**src/rtl/cla_pipe_adder_pkg.sv**
```systemverilog
// Shared arithmetic helpers for the pipelined lookahead adder: default group
// size, a ceil-log2 helper and the per-stage register layout.
package cla_pipe_adder_pkg;

    localparam int DEF_GRP = 4;

    // Ceiling log2; returns 0 for values of 0 or 1.
    function automatic int clog2(input int value);
        int res;
        int v;
        res = 0;
        v   = value - 1;
        while (v > 0) begin
            res = res + 1;
            v   = v >> 1;
        end
        return res;
    endfunction

    // Sum bits held by stage k: every group resolved so far.
    function automatic int sum_w(input int grp, input int k);
        return (k + 1) * grp;
    endfunction

    // Operand bits still to be consumed after stage k (per operand).
    function automatic int opnd_w(input int width, input int grp, input int k);
        return width - (k + 1) * grp;
    endfunction

    // Carry field per stage is always a single bit.
    function automatic int carry_w(input int k);
        return (k >= 0) ? 1 : 1;
    endfunction

    // Legal configuration: 1..8 bit groups that tile the operand exactly.
    function automatic bit cfg_ok(input int width, input int grp);
        return (grp >= 1) && (grp <= 8) && (width >= grp) && ((width % grp) == 0);
    endfunction

endpackage

```
**src/rtl/cla_pipe_adder_if.sv**
```systemverilog
// Streaming operand/result bus for the pipelined adder. The master side
// supplies operands and result back-pressure; the slave side is the adder.
interface cla_pipe_adder_if #(
    parameter int WIDTH = 16
) ();

    logic             in_valid;
    logic             in_ready;
    logic [WIDTH-1:0] in_a;
    logic [WIDTH-1:0] in_b;
    logic             in_sub;
    logic             in_cin;

    logic             out_valid;
    logic             out_ready;
    logic [WIDTH-1:0] out_sum;
    logic             out_cout;
    logic             out_ovf;
    logic             out_zero;

    modport master (
        output in_valid, in_a, in_b, in_sub, in_cin, out_ready,
        input  in_ready, out_valid, out_sum, out_cout, out_ovf, out_zero
    );

    modport slave (
        input  in_valid, in_a, in_b, in_sub, in_cin, out_ready,
        output in_ready, out_valid, out_sum, out_cout, out_ovf, out_zero
    );

endinterface

```
**src/rtl/cla_pipe_adder_group.sv**
```systemverilog
// One GRP-bit carry-lookahead group: every internal carry is formed directly
// from the group's generate/propagate terms and the incoming carry.
module cla_pipe_adder_group #(
    parameter int GRP = 4
) (
    input  logic [GRP-1:0] i_a,
    input  logic [GRP-1:0] i_b,
    input  logic           i_cin,
    output logic [GRP-1:0] o_sum,
    output logic           o_cout
);

    logic [GRP-1:0] w_p;
    logic [GRP-1:0] w_g;
    logic [GRP:0]   w_c;

    genvar gi;
    generate
        for (gi = 0; gi < GRP; gi++) begin : gen_pg
            assign w_p[gi]   = i_a[gi] | i_b[gi];
            assign w_g[gi]   = i_a[gi] & i_b[gi];
            assign o_sum[gi] = i_a[gi] ^ i_b[gi] ^ w_c[gi];
        end
    endgenerate

    // Flat lookahead: c[i] = OR_j (g[j] & p[j+1..i-1]) | (p[0..i-1] & cin)
    always_comb begin
        logic v_carry;
        logic v_term;
        v_carry = 1'b0;
        v_term  = 1'b0;
        w_c     = '0;
        w_c[0]  = i_cin;
        for (int i = 1; i <= GRP; i++) begin
            v_carry = i_cin;
            for (int j = 0; j < i; j++) begin
                v_carry = v_carry & w_p[j];
            end
            for (int j = 0; j < i; j++) begin
                v_term = w_g[j];
                for (int m = j + 1; m < i; m++) begin
                    v_term = v_term & w_p[m];
                end
                v_carry = v_carry | v_term;
            end
            w_c[i] = v_carry;
        end
    end

    assign o_cout = w_c[GRP];

endmodule

```
**src/rtl/cla_pipe_adder.sv**
```systemverilog
// Pipelined carry-lookahead adder/subtractor. One GRP-bit group is resolved
// per stage; the carry ripples between stages through registers, and a
// combinational ready chain lets beats compact behind a stalled output.
module cla_pipe_adder
    import cla_pipe_adder_pkg::*;
#(
    parameter int WIDTH = 16,
    parameter int GRP   = DEF_GRP
) (
    input  logic            clk,
    input  logic            rst_n,
    cla_pipe_adder_if.slave bus
);

    localparam int NSTG = WIDTH / GRP;

    // Reject illegal geometry before anything else elaborates.
    if (!cfg_ok(WIDTH, GRP)) begin : gen_cfg_err
        $error("cla_pipe_adder: WIDTH must be a multiple of GRP and GRP must be 1..8");
    end
    if ($bits(bus.in_a) != WIDTH) begin : gen_bus_err
        $error("cla_pipe_adder: interface WIDTH does not match adder WIDTH");
    end

    // Per-stage valid bits and advance (may-load) enables.
    logic [NSTG-1:0] w_v;
    logic [NSTG-1:0] w_adv;

    // Ready chain: a stage may load when it is empty or its successor loads.
    always_comb begin
        logic v_adv;
        v_adv = ~w_v[NSTG-1] | bus.out_ready;
        w_adv = '0;
        w_adv[NSTG-1] = v_adv;
        for (int k = NSTG - 2; k >= 0; k--) begin
            v_adv    = ~w_v[k] | v_adv;
            w_adv[k] = v_adv;
        end
    end

    assign bus.in_ready = w_adv[0];

    genvar gi;
    generate
        for (gi = 0; gi < NSTG; gi++) begin : gen_stg
            localparam int IW = WIDTH - gi * GRP;   // operand bits arriving here
            localparam int SW = sum_w(GRP, gi);     // sum bits held after here
            localparam int OW = opnd_w(WIDTH, GRP, gi);

            logic [IW-1:0]  w_a_in;
            logic [IW-1:0]  w_b_in;
            logic           w_c_in;
            logic           w_v_in;
            logic [GRP-1:0] w_s;
            logic           w_co;
            logic [SW-1:0]  w_sum_next;

            logic [SW-1:0]  r_sum;
            logic           r_c;
            logic           r_v;

            if (gi == 0) begin : gen_src_in
                // Subtraction folds into the adder: invert B and the carry-in.
                assign w_a_in     = bus.in_a;
                assign w_b_in     = bus.in_b ^ {WIDTH{bus.in_sub}};
                assign w_c_in     = bus.in_sub ^ bus.in_cin;
                assign w_v_in     = bus.in_valid;
                assign w_sum_next = w_s;
            end else begin : gen_src_stg
                assign w_a_in     = gen_stg[gi-1].gen_fwd.r_a;
                assign w_b_in     = gen_stg[gi-1].gen_fwd.r_b;
                assign w_c_in     = gen_stg[gi-1].r_c;
                assign w_v_in     = gen_stg[gi-1].r_v;
                assign w_sum_next = {w_s, gen_stg[gi-1].r_sum};
            end

            cla_pipe_adder_group #(
                .GRP (GRP)
            ) u_grp (
                .i_a    (w_a_in[GRP-1:0]),
                .i_b    (w_b_in[GRP-1:0]),
                .i_cin  (w_c_in),
                .o_sum  (w_s),
                .o_cout (w_co)
            );

            assign w_v[gi] = r_v;

            // Stage register: valid follows upstream on advance; data only
            // loads with a real beat so it holds across bubbles.
            always_ff @(posedge clk or negedge rst_n) begin
                if (!rst_n) begin
                    r_v   <= 1'b0;
                    r_c   <= 1'b0;
                    r_sum <= '0;
                end else if (w_adv[gi]) begin
                    r_v <= w_v_in;
                    if (w_v_in) begin
                        r_c   <= w_co;
                        r_sum <= w_sum_next;
                    end
                end
            end

            if (gi < NSTG - 1) begin : gen_fwd
                logic [OW-1:0] r_a;
                logic [OW-1:0] r_b;

                // Carry the not-yet-consumed operand bits to the next stage.
                always_ff @(posedge clk or negedge rst_n) begin
                    if (!rst_n) begin
                        r_a <= '0;
                        r_b <= '0;
                    end else if (w_adv[gi] && w_v_in) begin
                        r_a <= w_a_in[IW-1:GRP];
                        r_b <= w_b_in[IW-1:GRP];
                    end
                end
            end else begin : gen_last
                logic r_ovf;
                logic r_zero;

                // Flags for the finished word; same-sign operands giving a
                // differently-signed sum is equivalent to c_in(MSB) ^ c_out.
                always_ff @(posedge clk or negedge rst_n) begin
                    if (!rst_n) begin
                        r_ovf  <= 1'b0;
                        r_zero <= 1'b0;
                    end else if (w_adv[gi] && w_v_in) begin
                        r_ovf  <= (w_a_in[IW-1] ~^ w_b_in[IW-1]) & (w_s[GRP-1] ^ w_a_in[IW-1]);
                        r_zero <= ~|w_sum_next;
                    end
                end

                assign bus.out_valid = r_v;
                assign bus.out_sum   = r_sum;
                assign bus.out_cout  = r_c;
                assign bus.out_ovf   = r_ovf;
                assign bus.out_zero  = r_zero;
            end
        end
    endgenerate

endmodule

```
**src/flat_wrapper.sv**
```systemverilog
// flat-port wrapper written by rule: the top's interface ports become plain ports
module cla_pipe_adder_flat import cla_pipe_adder_pkg::*;
#(
    parameter int WIDTH = 16,
    parameter int GRP   = DEF_GRP
)
  (clk, rst_n, bus_in_valid, bus_in_a, bus_in_b, bus_in_sub, bus_in_cin, bus_out_ready, bus_in_ready, bus_out_valid, bus_out_sum, bus_out_cout, bus_out_ovf, bus_out_zero);
  cla_pipe_adder_if #(.WIDTH(WIDTH)) bus_i ();
  input  logic clk;
  input  logic rst_n;
  input wire logic [$bits(bus_i.in_valid)-1:0] bus_in_valid;
  input wire logic [$bits(bus_i.in_a)-1:0] bus_in_a;
  input wire logic [$bits(bus_i.in_b)-1:0] bus_in_b;
  input wire logic [$bits(bus_i.in_sub)-1:0] bus_in_sub;
  input wire logic [$bits(bus_i.in_cin)-1:0] bus_in_cin;
  input wire logic [$bits(bus_i.out_ready)-1:0] bus_out_ready;
  output wire logic [$bits(bus_i.in_ready)-1:0] bus_in_ready;
  output wire logic [$bits(bus_i.out_valid)-1:0] bus_out_valid;
  output wire logic [$bits(bus_i.out_sum)-1:0] bus_out_sum;
  output wire logic [$bits(bus_i.out_cout)-1:0] bus_out_cout;
  output wire logic [$bits(bus_i.out_ovf)-1:0] bus_out_ovf;
  output wire logic [$bits(bus_i.out_zero)-1:0] bus_out_zero;
  assign bus_i.in_valid = bus_in_valid;
  assign bus_i.in_a = bus_in_a;
  assign bus_i.in_b = bus_in_b;
  assign bus_i.in_sub = bus_in_sub;
  assign bus_i.in_cin = bus_in_cin;
  assign bus_i.out_ready = bus_out_ready;
  assign bus_in_ready = bus_i.in_ready;
  assign bus_out_valid = bus_i.out_valid;
  assign bus_out_sum = bus_i.out_sum;
  assign bus_out_cout = bus_i.out_cout;
  assign bus_out_ovf = bus_i.out_ovf;
  assign bus_out_zero = bus_i.out_zero;
  cla_pipe_adder #(.WIDTH(WIDTH), .GRP(GRP)) u_core (.clk(clk), .rst_n(rst_n), .bus(bus_i));
endmodule
```
**config.mk**
```make
export PLATFORM = sky130hd
export DESIGN_NAME = cla_pipe_adder_flat
export DESIGN_NICKNAME = d
export VERILOG_FILES = /design/src/rtl/cla_pipe_adder_pkg.sv /design/src/rtl/cla_pipe_adder_if.sv /design/src/rtl/cla_pipe_adder_group.sv /design/src/rtl/cla_pipe_adder.sv /design/src/flat_wrapper.sv
export SDC_FILE = /design/constraint.sdc
export NUM_CORES = 1
export LEC_CHECK = 0
export ABC_AREA = 1
export CORE_UTILIZATION = 52
export CTS_CLUSTER_DIAMETER = 40
export DETAILED_ROUTE_END_ITERATION = 10
export PLACE_DENSITY = 0.75
export REMOVE_ABC_BUFFERS = 1
export SLEW_MARGIN = 20
export SYNTH_ARGS = -nofsm -noshare
export SYNTH_HDL_FRONTEND = slang
export SYNTH_SLANG_ARGS = --single-unit
```
**constraint.sdc**
```tcl
create_clock -name clk -period 1.9 [get_ports clk]
set_clock_uncertainty 0.05 [all_clocks]
set_input_delay 0.38 -clock clk [delete_from_list [all_inputs] [get_ports clk]]
set_output_delay 0.38 -clock clk [all_outputs]
set_load 0.005 [all_outputs]
```
==> flow_summary.ini <==
[status]
status = complete, no violations

[power_and_ir_drop]
p_total_mw = 7.14
netSwitchingFraction_pct = 36.0
p_int_mw = 4.57
ir_drop_uv = 447
clockPowerShare_pct = 17.5
p_sw_mw = 2.57
powerDensity_mw_per_mm2 = 1250
comb_power_share_pct = 37.5
p_seq_share_pct = 45.0
p_leak_nw = 2.85

[critical_path]
r2r_start = u_core.gen_stg[2].gen_fwd.r_b[0]
crit_type = input port to register
cpPeakStageDelay_ns = 0.48
worst-endpoint-arrival_ns = 2.07
start_kind = input port
cp_slowest_cell = clkdlybuf4s50_1
crit_fanout = 8
end_kind = register
crit_chain = clkdlybuf4s50_1 > buf_6 > xor2_2 > inv_1 > ha_1 > inv_1 > nand4_1 > nand3_1 > nand2_1 > nand3_1 > nand3_1 > nand2_1
timing.critical_path.buf_inv = 4
worst_r2r_endpoint = u_core.bus.out_zero
crit_family = buffers and inverters
r2r_cells = 8
crit_required_ns = 2.15
path_common_cell = nand3_1
r2r_slack_ns = 0.32

[timing]
slew_headroom_pct = 61.1
slew_viol_final = 0
setup_violations = 0
timing.final.crit_share_pct = 95.6
setup_tns_ns = 0
setup_slack_ns = 0.0843
fmax_mhz = 551
tightest_slew_ns = 0.583
post-route-min-period_ns = 1.82
hold_ws_ns = 0.418
finalHoldViolCount = 0

[synthesis]
ys_seq_elements = 98
yosysSeqAreaShare_pct = 51.6
synthCells = 529
yosys_warnings = 0
syn_area_mm2 = 0.00475
synthDistinctLibCells = 22
synth.avg_cell_area_um2 = 8.98

[flow_run]
cap_violations = 0

[route]
wire_per_inst_um = 12.1
viasPerCell = 4.90
routed_wl_mm = 8.61
drtIter0Drc = 108
firstDrtPassIters = 4
ant_nets = 0
remaining_drc_errors = 0
vias = 3472

[floorplanning]
dieHeight_um = 97.6
num_rows = 34
ios = 59
dieArea_mm2 = 0.00952
coreArea_mm2 = 0.00876
start_util_pct = 54.2
die_w_um = 97.6

[min_path]
min_path_type = register to register
whs_endpoint = u_core.gen_stg[1].r_sum[2]
worstHoldStart = u_core.gen_stg[0].r_sum[2]
hold-path-cell-count = 2

[global_route]
antenna_found_initial = 0
grt_max_degree = 44
overflow = 0
grt_pass1_wl_mm = 15.3
grt_pass1_vias = 3482
grt_use_total_pct = 19.9

[clock_tree]
cts_sinks = 98
cts.clk_slew.worst_paths_ns = 0.09
clock_latency_ns = 0.36
htree_levels = 3
cts-root-buf = clkbuf_8
cts_tree = done
numCtsBuffers = 9
cts_buffer_depth = 2

[finish]
drive_gt1_share_pct = 6.49
area_delta_synth_final_pct = 20.5
nets = 670
antenna_cells_inserted = 0
fin_util_pct = 65.3

[placed_design]
pre_cts_ws_ns = -0.273
gp_congestion = 0.846
dpl.hpwl_mm = 6.22
portBuffers = 58
==> placed cells by master (no fill, tap or decap), types with 11 or more instances in the layout <==
cell type | synthesis | routed
nand2_1 | 147 | 147
dfrtp_1 | 98 | 98
inv_1 | 83 | 83
o21ai_0 | 58 | 58
clkdlybuf4s50_1 | 0 | 56
ha_1 | 32 | 32
o21ai_1 | 19 | 19
xnor2_1 | 19 | 18
nor2_1 | 13 | 13
buf_4 | 2 | 13
nand3_1 | 11 | 11
clkbuf_8 | 0 | 11
==> final cells by class <==
class                   instances  area [µm²]
fillers                       728        3040
clock inverters                 4        26.3
clock buffers                  12         155
repair buffers                 75         748
inverters                      84         315
flip-flops and latches         98        2450
multi-input cells             328        1890
well taps                     108         135
==> worst register-to-register path, cell delays in order (launching register included) <==
cell and delay [ns]:
dfrtp_1 0.43, fa_1 0.48, inv_1 0.09, nand4_1 0.08, nor2_1 0.10, nand3_1 0.08, nor2_1 0.11, nand2_1 0.05
nand2_1 0.05
==> logic make-up after synthesis <==
group                      Yosys count  synth area share, %
AOI/OAI and AO/OA                   81                 8.53
xor gates and xnor gates            24                 4.42
adders and majority gates           36                 10.1
buffers and inverters              103                 9.00
DFF                                 98                 51.6
and+or+nand+nor                    187                 16.3
==> synthesized netlist by cell type <==
cell type  count  area (µm²)
xor2_1         5        43.8
nand3_1       11        55.1
nand4_2        1        12.5
nand2_2        1        6.26
nand2_1      147         552
dfrtp_1       98        2450
xnor2_1       19         166
fa_1           4        80.1
buf_4          2        15.0
nor2_1        13        48.8
nand3b_1       7        52.6
o21ai_1       19        95.1
ha_1          32         400
buf_2         14        70.1
nor2_4         1        11.3
inv_1         83         312
buf_6          2        22.5
a21oi_1        4        20.0
clkbuf_2       1        5.00
nand4_1        6        37.5
o21ai_0       58         290
inv_2          1        3.75
==> flip-flops by register name, summed over array words and instances, names as in the netlist <==
| signal | flops |
|---|---|
| u_core.gen_stg.gen_fwd.r_a | 24 |
| u_core.gen_stg.gen_fwd.r_b | 24 |
| u_core.gen_stg.r_sum | 24 |
| u_core.bus.out_sum | 16 |
| u_core.gen_stg.r_c | 3 |
| u_core.gen_stg.r_v | 3 |
| u_core.bus.out_cout | 1 |
| u_core.bus.out_ovf | 1 |
| u_core.bus.out_valid | 1 |
| u_core.bus.out_zero | 1 |
==> timing repair <==
action                                 4_1_cts  5_1_grt
setup buffers                                0        0
setup endpoints to repair                    1        3
hold buffers                                 1        0
pin swaps                                    0        0
resized for setup                            1        4
endpoints found under the hold margin       36        0
==> power by group through the flow <==
stage	Sequential (mW)	Combinational (mW)	Clock (mW)
finish	3.21	2.68	1.25
global route	3.31	3.11	1.36
CTS	3.22	2.71	1.28
detailed placement	3.26	2.69	0
global placement	3.22	2.59	0
floorplan	3.19	1.62	0
==> per-stage QoR <==
step | std cells | cell area [µm²]
detailed placement | 692 | 5510
global route | 709 | 5730
floorplan | 510 | 4640
finish | 709 | 5730
CTS | 709 | 5700
global placement | 692 | 5510
==> how the worst max path moves through the flow <==
stage / startpoint / to / slack, ns / cells past startpoint
2_1_floorplan: u_core.bus.out_valid / u_core.gen_stg[1].r_sum[7] / 0.05 / 7
3_3_place_gp: bus_in_sub / u_core.gen_stg[0].r_sum[3] / -0.15 / 12
3_5_place_dp: bus_in_sub / u_core.gen_stg[0].r_sum[3] / -0.27 / 12
4_1_cts: bus_in_sub / u_core.gen_stg[0].r_sum[3] / 0.11 / 12
5_1_grt: bus_in_sub / u_core.gen_stg[0].r_sum[3] / -0.02 / 12
6_report: bus_in_sub / u_core.gen_stg[0].r_sum[3] / 0.08 / 12
==> layer usage <==
| layer | global-route usage, % | vias to the layer above | part of all wire [%] |
|---|---|---|---|
| met1 | 24.6 | 1639 | 46 |
| met3 | 2.45 | 12 | 2.7 |
| li1 | - | 1757 | - |
| met2 | 34.8 | 64 | 50 |
| met4 | 8.94 | 0 | 1.9 |
| met5 | 0 | - | 0 |
No activity file was read; power rests on OpenSTA's default activity.
